[src/rtl/decode_issue_unit_pkg.sv]
// Shared opcode constants, decoded-instruction record and helpers for the
// decode/issue stage.
package decode_issue_unit_pkg;

  localparam logic [5:0] OP_LINK_A  = 6'd37;
  localparam logic [5:0] OP_LINK_B  = 6'd38;
  localparam logic [5:0] OP_LINK_C  = 6'd40;
  localparam logic [5:0] OP_GEN_LO  = 6'd8;
  localparam logic [5:0] OP_GEN_HI  = 6'd29;
  localparam logic [5:0] OP_FLT_LO  = 6'd54;
  localparam logic [5:0] OP_FLT_HI  = 6'd63;
  localparam logic [5:0] OP_RT_TOP  = 6'd60;
  localparam logic [4:0] LINK_REG   = 5'd31;

  typedef struct packed {
    logic [5:0]  opcode;
    logic [4:0]  rs;
    logic [4:0]  rt;
    logic [4:0]  rd;
    logic [4:0]  shift5;
    logic [15:0] const16;
    logic [25:0] addr26;
    logic [4:0]  dest;
    logic        is_general;
    logic        is_float;
  } decoded_inst_t;

  function automatic logic is_link(input logic [5:0] op);
    return (op == OP_LINK_A) || (op == OP_LINK_B) || (op == OP_LINK_C);
  endfunction

endpackage

[src/rtl/decode_issue_unit_field_decode.sv]
// Pure combinational field extraction and destination/register-file
// classification of one 32-bit instruction word.
module inst_field_decode
  import decode_issue_unit_pkg::*;
(
  input  logic [31:0]   inst,
  output decoded_inst_t dec
);

  logic [5:0] op;
  logic       rt_dest;

  assign op = inst[31:26];

  always_comb begin
    dec            = '0;
    dec.opcode     = op;
    dec.rs         = inst[25:21];
    dec.rt         = inst[20:16];
    dec.rd         = inst[15:11];
    dec.shift5     = inst[10:6];
    dec.const16    = inst[15:0];
    dec.addr26     = inst[25:0];

    rt_dest = (op inside {6'd9, 6'd11, 6'd14, 6'd15, 6'd21, 6'd23, 6'd25,
                          6'd28, 6'd42, 6'd48, 6'd52, 6'd53, 6'd54, 6'd55})
              || (op >= OP_RT_TOP);

    // Link ops always write the link register regardless of encoded fields.
    if (is_link(op))
      dec.dest = LINK_REG;
    else if (rt_dest)
      dec.dest = dec.rt;
    else
      dec.dest = dec.rd;

    dec.is_general = (op == 6'd6) || (op >= OP_GEN_LO && op <= OP_GEN_HI)
                     || is_link(op) || (op == 6'd42) || (op == 6'd53);
    dec.is_float   = (op == 6'd48) || (op == 6'd49) || (op == 6'd52)
                     || (op >= OP_FLT_LO && op <= OP_FLT_HI);
  end

endmodule

[src/rtl/decode_issue_unit.sv]
// Instruction queue feeding a combinational decoder, with general/float
// pending-write scoreboards gating issue.
module decode_issue_unit
  import decode_issue_unit_pkg::*;
#(
  parameter int QUEUE_DEPTH = 4,
  parameter int NUM_WB      = 2
) (
  input  logic                   clk,
  input  logic                   reset,
  input  logic                   in_valid,
  output logic                   in_ready,
  input  logic [31:0]            in_inst,
  output logic                   out_valid,
  input  logic                   out_ready,
  output logic [5:0]             out_inst_num,
  output logic [15:0]            out_const16,
  output logic [4:0]             out_shift5,
  output logic [25:0]            out_addr26,
  output logic [2:0][4:0]        out_in_reg_num,
  output logic [4:0]             out_reg_num,
  output logic                   out_general_reg,
  output logic                   out_float_reg,
  input  logic [NUM_WB-1:0]      wb_valid,
  input  logic [NUM_WB-1:0]      wb_float,
  input  logic [NUM_WB-1:0][4:0] wb_reg,
  input  logic                   flush
);

  localparam int PTR_W = $clog2(QUEUE_DEPTH);
  localparam logic [PTR_W:0] PTR_ONE = {{PTR_W{1'b0}}, 1'b1};

  logic [31:0]    queue [QUEUE_DEPTH];
  logic [PTR_W:0] wr_ptr, rd_ptr;
  logic [31:0]    gen_sb, flt_sb, gen_sb_next, flt_sb_next;
  decoded_inst_t  head;
  logic           full, empty, hazard, push, pop;

  assign empty = (wr_ptr == rd_ptr);
  assign full  = (wr_ptr[PTR_W] != rd_ptr[PTR_W]) &&
                 (wr_ptr[PTR_W-1:0] == rd_ptr[PTR_W-1:0]);

  assign in_ready  = !full;
  assign push      = in_valid && in_ready && !flush;
  assign out_valid = !empty && !hazard && !flush;
  assign pop       = out_valid && out_ready;

  inst_field_decode u_decode (
    .inst (queue[rd_ptr[PTR_W-1:0]]),
    .dec  (head)
  );

  assign hazard = gen_sb[head.rs] || flt_sb[head.rs] ||
                  gen_sb[head.rt] || flt_sb[head.rt] ||
                  (head.is_general && gen_sb[head.dest]) ||
                  (head.is_float && flt_sb[head.dest]);

  // Flush drops everything queued by catching the read pointer up to the write pointer.
  always_ff @(posedge clk or posedge reset) begin
    if (reset) begin
      wr_ptr <= '0;
      rd_ptr <= '0;
      for (int i = 0; i < QUEUE_DEPTH; i++)
        queue[i] <= '0;
    end else if (flush) begin
      rd_ptr <= wr_ptr;
    end else begin
      if (push) begin
        queue[wr_ptr[PTR_W-1:0]] <= in_inst;
        wr_ptr <= wr_ptr + PTR_ONE;
      end
      if (pop)
        rd_ptr <= rd_ptr + PTR_ONE;
    end
  end

  // Clears are applied first so an issue to the same register overrides them.
  always_comb begin
    gen_sb_next = gen_sb;
    flt_sb_next = flt_sb;
    for (int i = 0; i < NUM_WB; i++) begin
      if (wb_valid[i]) begin
        if (wb_float[i])
          flt_sb_next[wb_reg[i]] = 1'b0;
        else
          gen_sb_next[wb_reg[i]] = 1'b0;
      end
    end
    if (pop) begin
      if (head.is_general && head.dest != 5'd0)
        gen_sb_next[head.dest] = 1'b1;
      if (head.is_float)
        flt_sb_next[head.dest] = 1'b1;
    end
  end

  always_ff @(posedge clk or posedge reset) begin
    if (reset) begin
      gen_sb <= '0;
      flt_sb <= '0;
    end else begin
      gen_sb <= gen_sb_next;
      flt_sb <= flt_sb_next;
    end
  end

  assign out_inst_num      = head.opcode;
  assign out_const16       = head.const16;
  assign out_shift5        = head.shift5;
  assign out_addr26        = head.addr26;
  assign out_in_reg_num[0] = head.rs;
  assign out_in_reg_num[1] = head.rt;
  assign out_in_reg_num[2] = head.rd;
  assign out_reg_num       = head.dest;
  assign out_general_reg   = head.is_general;
  assign out_float_reg     = head.is_float;

endmodule
[config.mk]
export PLATFORM = sky130hd
export DESIGN_NAME = decode_issue_unit
export DESIGN_NICKNAME = d
export VERILOG_FILES = /design/src/rtl/decode_issue_unit_pkg.sv /design/src/rtl/decode_issue_unit_field_decode.sv /design/src/rtl/decode_issue_unit.sv
export SDC_FILE = /design/constraint.sdc
export NUM_CORES = 1
export LEC_CHECK = 0
export ABC_AREA = 1
export ABC_CLOCK_PERIOD_IN_PS = 14400
export CAP_MARGIN = 20
export CELL_PAD_IN_SITES_DETAIL_PLACEMENT = 1
export CELL_PAD_IN_SITES_GLOBAL_PLACEMENT = 1
export CORE_UTILIZATION = 45
export DETAILED_ROUTE_END_ITERATION = 6
export PLACE_DENSITY = 0.88
export SYNTH_ARGS = -nofsm -noshare
export SYNTH_HDL_FRONTEND = slang
export SYNTH_SLANG_ARGS = --single-unit
[constraint.sdc]
create_clock -name clk -period 14.4 [get_ports clk]
set_input_delay 2.16 -clock clk [delete_from_list [all_inputs] [get_ports clk]]
set_output_delay 2.16 -clock clk [all_outputs]
set_load 0.01 [all_outputs]
==> impl_metrics.csv <==
group,metric,value,unit
floorplan,start_util,0.460,
global_route,grt_start_max_net_pins,132,
cts,htreeDepth,4,
setup_path,cp_num_buf_inv,4,
synth,yosys_warnings,0,
timing,drv_slew,0,
synth,yosysMostFrequentCell,"nand2_1",
setup_path,cp.arrival,5160,ps
place,port_buffers,127,
detailed_routing,drc,17,
layout,final_cell_area,0.0138,mm^2
cts,cts_buffers,17,
timing,hold_viol,0,
setup_path,crit_slowest_cell,"nand3_2",
synth,synth_seq_area_share,0.411,
synth,synth.cell_area,0.0121,mm^2
floorplan,die_y,166,um
global_route,grt_overflow_total,0,
floorplan,die-width,166,um
cts,clock-root-buffer,"clkbuf_16",
timing,grt_setup_unrepaired,"no",
global_route,grt_pass1_vias,12600,
floorplan,die-area,0.0275,mm^2
synth,ys_seq_elements,198,
detailed_routing,vias,12400,
setup_path,cp.required,12240,ps
timing,fmax,137,MHz
setup_path,critical_path_class,"reg -> out",
synth,synth_common_cells,"nand2_1 (491), o21ai_0 (223), dfrtp_1 (198), inv_1 (148), nor2_1 (136)",
cts,clock_latency,460,ps
floorplan,ioPinCount,128,
layout,antenna_cells,0,
setup_path,max_stage_delay,600,ps
setup_path,crit_family,"simple AND/OR/NAND/NOR gates",
layout,fillers,3296,
layout,ff_latch_area,0.00496,mm^2
detailed_routing,drt_iter0_markers,1258,
global_route,grt_pass1_wl,70700,um
timing,fin_tns_setup,0,ps
synth,ys_async_sr_fraction,1.00,
setup_path,crit_top_cell,"nand2_1",
setup_path,start_kind,"flop",
floorplan,core-area,0.0262,mm^2
global_route,grt_util_all_layers,0.327,
timing,slew-limit-headroom,0.306,
synth,synth_area_leaders,"dfrtp_1 (41%), nand2_1 (15%), o21ai_0 (9.3%), inv_1 (4.6%), nor2_1 (4.2%)",
setup_path,path_cells,"inv_2, buf_4, nand2_1, nand2_1, nand2_1, nand2_1, nor2_2, nand2_1, nand3_1, nand2_1, nand3_2, inv_2, nand2_1, nand2_1, nand2_1, nand2_1, nor2_1, nand3_2, and3_1, clkdlybuf4s50_1",
detailed_routing,firstDrtPassIters,7,
layout,area_growth,14.7,%
floorplan,rows,59,
synth,avgSynthCellArea,7.17,um^2
synth,yosys.area.top_type,"dfrtp_1",
detailed_routing,vias_per_cell,6.01,
cts,cts_buffer_depth,2,
synth,synth_fp_nets,1737,
timing,fin_skew,16.1,ps
synth,synth.distinct_cells,44,
timing,min_period,7320,ps
min_path,hp-class,"reg -> reg",
layout,nNetsFinal,1776,
timing,finalSetupViolCount,0,
setup_path,end_kind,"primary output",
setup_path,cp_max_fo,53,
global_route,antenna_found_initial,0,
cts,cts_setup_buffers,0,
cts,ctsResizeCount,0,
status,status,"finished with violations",
layout,drive_gt1_frac,0.0646,
layout,multi_input_area,0.00579,mm^2
synth,netlist_instances,1681,
detailed_routing,antenna_left,0,
cts,clk_pin_slew,90,ps
run,drv_cap,0,
timing,min_period_over_period,0.509,
place,place_congestion,0.945,
synth,synth_flop_cell,"dfrtp_1",
cts,ctsHoldBuffers,0,
status,violations,"DRC",
detailed_routing,drt_wl_total,44200,um
cts,clkSinkCount,198,
place,placed_area,0.0132,mm^2
cts,cts_tree,"built",
detailed_routing,wire_per_inst,21.4,um
synth,synth_edf_count,0,
place,dpl.hpwl,29700,um
timing,worstMarginPinSlew,1040,ps
synth,netlist.area_leader.share,0.411,
-- cells in the final DEF (no fill, tap or decap), types with 2 or more instances in the layout --
master	instances
nand2_1	487
buf_4	16
o22ai_2	10
xor2_1	2
a31oi_1	12
nand3_1	83
nand3_2	3
dfrtp_1	197
o21ai_1	45
inv_6	2
o211ai_1	18
o21ai_2	21
o221ai_1	2
clkdlybuf4s50_1	127
o31ai_1	4
nor2_4	2
clkbuf_16	17
a32oi_1	3
nor2_2	2
a21oi_1	24
nor4_1	2
inv_8	5
o21ai_0	223
nor3_1	36
a221o_1	11
o22ai_1	19
clkinv_8	6
nand4_1	12
buf_12	2
ha_1	5
nand3_4	2
inv_2	10
nand2_2	4
and3_1	2
inv_1	147
o311ai_0	15
nor2_1	136
clkinv_1	3
xnor2_1	3
-- path summary, 6_finish.rpt --
kind	startpoint	end	slack, ps	cells past startpoint
worst max-delay path	rd_ptr[0]	out_valid	7080	20
worst min-delay path	queue[72]	queue[72]	490	2
worst max register to register	rd_ptr[0]	flt_sb[2]	9120	21
worst min register to register	queue[72]	queue[72]	490	2
max in group asynchronous	reset	rd_ptr[0]	10560	3
min in group asynchronous	reset	queue[17]	2290	2
-- stage by stage --
stage,setup WS (ps),utilization,instances,hold slack (ps)
final,7080,0.528,2068,486
after global routing,6720,0.528,2068,508
after CTS,7170,0.526,2066,489
after detailed placement,7670,0.502,2034,468
after global placement,7750,0.502,2034,461
after floorplan,6840,-,1681,448
-- sequential cells by signal (all words and copies together), names as in the netlist --
register	count
queue	128
flt_sb	32
gen_sb	32
rd_ptr	3
wr_ptr	3
-- routing by layer --
layer	routed length, um	up-vias	part of all wire	global-route usage
li1	-	5596	-	-
met3	3080	79	0.070	0.0566
met1	19200	6282	0.43	0.439
met4	1020	0	0.023	0.103
met2	20900	470	0.47	0.537
met5	0	-	0	0
-- kinds of logic (layout without fill, tap and decap cells) --
kind of cell | Yosys count | count (layout) | share of synthesized area
and+or+nand+nor | 774 | 774 | 0.265
AOI/OAI and AO/OA | 412 | 412 | 0.204
buffers and inverters | 286 | 338 | 0.111
DFF | 198 | 198 | 0.411
adders and majority gates | 5 | 5 | 0.00519
xor gates and xnor gates | 5 | 5 | 0.00363
muxes | 1 | 1 | 0.000934
-- worst reg2reg max path: stages (launching register included) --
cell,delay [ps]
dfrtp_2,410
inv_2,190
buf_4,490
nand2_1,210
nand2_1,100
nand2_1,50
nand2_1,160
nor2_2,100
nand2_1,80
nand3_1,90
nand2_1,470
nand3_2,600
inv_2,490
nand2_1,110
nand2_1,90
nand2_1,60
nand2_1,100
nor2_1,60
nand3_2,120
nand4_4,490
buf_4,530
o21ai_1,220
-- final cells by class --
cell class	instances	share of cell area
Multi-Input combinational cell	1197	0.418
Sequential cell	198	0.358
Timing Repair Buffer	145	0.104
Inverter	161	0.0442
Clock buffer	18	0.0318
Tap cell	335	0.0303
Clock inverter	14	0.0134
Power is not shown: default switching activity piles up to over one toggle a cycle in this logic, so the estimate is an artifact.
